==> src/rtl/trap_ctrl.sv <==
// Trap sequencer: prioritises commit-point exceptions, mret and the timer IRQ, drains memory, strobes the CSR unit.
// Optional TRAP_CTRL_PERF_EN adds trap_count/irq_count event counters.
module trap_ctrl #(
  parameter int         MXLEN       = 64,
  parameter logic [4:0] MRET_CAUSE  = 5'h1F,
  parameter logic [4:0] TIMER_CAUSE = 5'h17
) (
  input  logic             clk,
  input  logic             rst,
  input  logic             ex_valid,
  input  logic [MXLEN-1:0] ex_pc,
  input  logic             ex_illegal,
  input  logic             ex_ebreak,
  input  logic             ex_ecall,
  input  logic             ex_mret,
  input  logic             mstatus_mie,
  input  logic             mie_mtie,
  input  logic             timer_irq,
  input  logic             mem_busy,
  output logic             exception_flag,
  output logic [4:0]       exception_cause,
  output logic [MXLEN-1:0] epc,
  output logic             stall,
  output logic             flush
`ifdef TRAP_CTRL_PERF_EN
  ,
  output logic [MXLEN-1:0] trap_count,
  output logic [MXLEN-1:0] irq_count
`endif
);

  typedef enum logic [1:0] {S_IDLE, S_DRAIN, S_FIRE, S_HOLD} state_t;

  state_t           r_state;
  logic [4:0]       r_cause;
  logic [MXLEN-1:0] r_epc;
  logic             r_flag, r_stall, r_flush;
  logic [4:0]       r_cause_o;
  logic [MXLEN-1:0] r_epc_o;

  logic       w_irq_take;
  logic       w_event;
  logic [4:0] w_cause;

  assign w_irq_take = timer_irq & mie_mtie & mstatus_mie;
  assign w_event    = ex_valid & (w_irq_take | ex_illegal | ex_ebreak | ex_ecall | ex_mret);

  always_comb begin
    w_cause = MRET_CAUSE;
    if (w_irq_take)      w_cause = TIMER_CAUSE;
    else if (ex_illegal) w_cause = 5'd2;
    else if (ex_ebreak)  w_cause = 5'd3;
    else if (ex_ecall)   w_cause = 5'd11;
  end

  always_ff @(posedge clk) begin
    if (rst) begin
      r_state   <= S_IDLE;
      r_cause   <= '0;
      r_epc     <= '0;
      r_flag    <= 1'b0;
      r_stall   <= 1'b0;
      r_flush   <= 1'b0;
      r_cause_o <= '0;
      r_epc_o   <= '0;
    end else begin
      r_flag    <= 1'b0;
      r_cause_o <= '0;
      r_epc_o   <= '0;
      case (r_state)
        S_IDLE: begin
          r_stall <= 1'b0;
          r_flush <= 1'b0;
          if (w_event) begin
            r_cause <= w_cause;
            r_epc   <= ex_pc;
            r_stall <= 1'b1;
            if (mem_busy) begin
              r_state <= S_DRAIN;
            end else begin
              r_state   <= S_FIRE;
              r_flag    <= 1'b1;
              r_flush   <= 1'b1;
              r_cause_o <= w_cause;
              r_epc_o   <= ex_pc;
            end
          end
        end
        S_DRAIN: begin
          r_stall <= 1'b1;
          if (!mem_busy) begin
            r_state   <= S_FIRE;
            r_flag    <= 1'b1;
            r_flush   <= 1'b1;
            r_cause_o <= r_cause;
            r_epc_o   <= r_epc;
          end
        end
        S_FIRE: begin
          r_state <= S_HOLD;
          r_stall <= 1'b1;
          r_flush <= 1'b1;
        end
        default: begin
          r_state <= S_IDLE;
          r_stall <= 1'b0;
          r_flush <= 1'b0;
        end
      endcase
    end
  end

  assign exception_flag  = r_flag;
  assign exception_cause = r_cause_o;
  assign epc             = r_epc_o;
  assign flush           = r_flush;
  // Stall must cover the detection cycle itself, before the FSM registers anything.
  assign stall           = r_stall | ((r_state == S_IDLE) & w_event);

`ifdef TRAP_CTRL_PERF_EN
  logic [MXLEN-1:0] r_trap_cnt, r_irq_cnt;

  always_ff @(posedge clk) begin
    if (rst) begin
      r_trap_cnt <= '0;
      r_irq_cnt  <= '0;
    end else if (r_state == S_FIRE) begin
      if (r_cause != MRET_CAUSE) r_trap_cnt <= r_trap_cnt + 1'b1;
      if (r_cause[4])            r_irq_cnt  <= r_irq_cnt + 1'b1;
    end
  end

  assign trap_count = r_trap_cnt;
  assign irq_count  = r_irq_cnt;
`endif

endmodule

==> config.mk <==
export PLATFORM = sky130hd
export DESIGN_NAME = trap_ctrl
export DESIGN_NICKNAME = d
export VERILOG_FILES = /design/src/rtl/trap_ctrl.sv
export SDC_FILE = /design/constraint.sdc
export NUM_CORES = 1
export LEC_CHECK = 0
export CAP_MARGIN = 20
export CORE_MARGIN = 5
export CORE_UTILIZATION = 42
export CTS_CLUSTER_DIAMETER = 120
export DETAILED_ROUTE_END_ITERATION = 8
export HOLD_SLACK_MARGIN = 0.15
export PLACE_DENSITY = 0.76
export SLEW_MARGIN = 20
export SYNTH_ARGS = -nofsm -noshare
export SYNTH_HDL_FRONTEND = slang
export SYNTH_SLANG_ARGS = --single-unit
==> constraint.sdc <==
create_clock -name clk -period 1.6 [get_ports clk]
set_input_delay 0.32 -clock clk [delete_from_list [all_inputs] [get_ports clk]]
set_output_delay 0.32 -clock clk [all_outputs]
set_load 0.01 [all_outputs]
==> flow_summary.json <==
{
  "outcome": "finished, violations left",
  "worst_slack_ps": -167.9,
  "reg2reg_from": "r_state[1]",
  "p_leak_nw": 3.624,
  "synthTopCellsByCount": "141 x dfxtp_1, 133 x nand2_1, 66 x a21oi_1",
  "num_vias": 4341,
  "cp.arrival_ps": 1450,
  "power_mw": 11.00,
  "grt_remaining_overflow": 0,
  "synthTopCellsByArea": "dfxtp_1 59%, a22o_1 12%, nand2_1 10%",
  "final_nets": 750,
  "reg2reg_depth": 11,
  "synthArstFlopShare": 0,
  "cts.sinks": 141,
  "grt_max_degree": 54,
  "yosys_warnings": 0,
  "synth_flop_cell": "dfxtp_1",
  "wire_per_inst_um": 16.29,
  "multiInputGateArea_um2": 1757,
  "dp_hpwl_um": 8525,
  "setup_violations": 66,
  "slew_viol_final": 0,
  "min_from": "rst",
  "cap_viol_max_count": 0,
  "clockBufferDepth": 2,
  "violations": "negative setup slack",
  "synth_edf_count": 0,
  "ir_drop_v": 0.001021,
  "synth_top_area_cell": "dfxtp_1",
  "cts_hold_repair.buffers": 0,
  "reg2reg_slack_ps": -150,
  "synth-seq-cells": 141,
  "first_iter_violations": 383,
  "fmax_mhz": 565.6,
  "maxSlewHeadroom": 0.6259,
  "yosysMostFrequentCell": "dfxtp_1",
  "final_antenna_net_count": 0,
  "layout-drive-gt1-share": 0.1416,
  "rows": 38,
  "p_per_area_nw_per_um2": 1453,
  "die_w_um": 116.4,
  "timing.hold.ws_ps": 236.2,
  "gp_congestion": 0.7729,
  "regArea_um2": 2825,
  "drt-total-wl_um": 13460,
  "final_cell_area_um2": 7571,
  "ioPinCount": 147,
  "cts_tree": "yes",
  "path_class": "reg2out",
  "clock_latency_ps": 410,
  "synth.avg_cell_area_um2": 9.671,
  "synth.net_count": 570,
  "initial_core_util": 0.4332,
  "worstReg2RegEnd": "epc[9]",
  "die-area_um2": 13560,
  "whs_endpoint": "r_cause[2]",
  "grt_pass1_vias": 4267,
  "rsz0062_at_grt": "yes",
  "hold_depth": 2,
  "yosysUniqueCellTypes": 35,
  "synth_top_area_share": 0.5932,
  "clkTransAtPathRegs_ps": 50,
  "core_area_um2": 10980,
  "setup_tns_ps": -6520,
  "viasPerCell": 5.255,
  "syn_inst": 492,
  "yosysSeqAreaShare": 0.5932,
  "firstDrtPassIters": 5,
  "fin_crit_ps": 1768,
  "postLayoutCoreUtil": 0.6893,
  "dieHeight_um": 116.4,
  "hold_viol": 0,
  "clock_skew_ps": 9.726,
  "fill_cells": 822,
  "grt_pass1_wl_um": 20380,
  "hold_path.class": "in2reg",
  "placed_area_um2": 6546,
  "grt_util_all_layers": 0.1924,
  "drc": 0,
  "numPortBuffers": 146,
  "critPathRequiredTime_ps": 1280,
  "h-tree-depth": 4,
  "end_kind": "output port",
  "clockRootBuffer": "clkbuf_16",
  "period_share": 1.105,
  "tightest_slew_ps": 561.2,
  "antenna_found_initial": 1,
  "cts-buffers-inserted": 17,
  "start_kind": "register",
  "crit_fanout": 2,
  "synthesis.area_um2": 4758,
  "synthToLayoutAreaGrowth_pct": 59.11
}
## routing by layer
| metal | track usage | vias up | part of all wire |
|---|---|---|---|
| met1 | 0.2235 | 2073 | 0.40 |
| met2 | 0.3227 | 180 | 0.49 |
| met4 | 0.08585 | 0 | 0.025 |
| li1 | - | 2058 | - |
| met5 | 0 | - | 0 |
| met3 | 0.06425 | 30 | 0.079 |
## layout by cell type (no fill, tap or decap), types with 2 or more instances in the layout
cell type	n
buf_4	28
nor3_1	4
a22o_1	65
nand2_1	132
buf_12	8
nor2_1	10
buf_6	9
clkbuf_16	22
o21ai_0	3
a21oi_1	66
dfxtp_2	2
ha_1	2
clkbuf_8	4
inv_2	2
a31oi_1	2
dlymetal6s2s_1	31
clkdlybuf4s50_1	81
o31ai_1	2
clkinv_2	2
dfxtp_1	139
buf_16	3
clkbuf_1	2
dlygate4sd2_1	32
bufinv_16	3
nand3_1	3
clkinv_4	3
## power by group
part	switching [mW]	total (mW)	internal, mW
combinational	1.36	2.77	1.41
clock	1.43	4.05	2.62
sequential	0.201	4.18	3.98
## state kept, by name (all words and copies together), names as in the netlist
register         flops
r_epc               64
r_cause              4
r_state              2
epc                 64
r_stall              1
exception_flag       1
flush                1
exception_cause      4
## cells by family after synthesis
| kind of cell | Yosys count | synth area share |
|---|---|---|
| and+or+nand+nor | 157 | 0.1304 |
| AOI/OAI and AO/OA | 149 | 0.2185 |
| muxes | 1 | 0.002104 |
| DFF | 141 | 0.5932 |
| adders and majority gates | 3 | 0.007889 |
| buffers and inverters | 41 | 0.04786 |
## worst max-delay path by stage
stage	start	end	slack [ps]
after floorplan	r_state[1]	r_cause[0]	40
after global placement	mstatus_mie	stall	-570
after detailed placement	mie_mtie	stall	-580
after CTS	r_state[1]	stall	-220
after global routing	r_state[1]	epc[8]	-230
final	r_state[1]	stall	-170
## through the flow
stage / setup WS, ps / instances
2_1_floorplan: 36.28 / 492
3_3_place_gp: -566.1 / 776
3_5_place_dp: -579.6 / 776
4_1_cts: -217.3 / 818
5_1_grt: -230.3 / 826
6_report: -167.9 / 826
## cell type report
class | count | share of cell area
Antenna cell | 1 | 0.0003305
Tap cell | 140 | 0.02314
Sequential cell | 141 | 0.3732
Clock buffer | 23 | 0.06445
Timing Repair Buffer | 199 | 0.2877
Inverter | 3 | 0.001487
Clock inverter | 9 | 0.01768
Multi-Input combinational cell | 310 | 0.2320
## critical path, stage by stage, from the launching register on
cell	delay, ps
dfxtp_2	320
inv_2	70
ha_4	140
nand2_4	50
a21o_4	190
buf_6	120
nand2b_4	60
buf_6	90
## what timing repair did
action / 4_1_cts / 5_1_grt
setup buffers: 8 / 3
cloned: 2 / 5
endpoints found under the setup margin: 129 / 116
pin swaps: 15 / 27
gates resized for setup: 58 / 42
(Power assumes the default switching activity.)
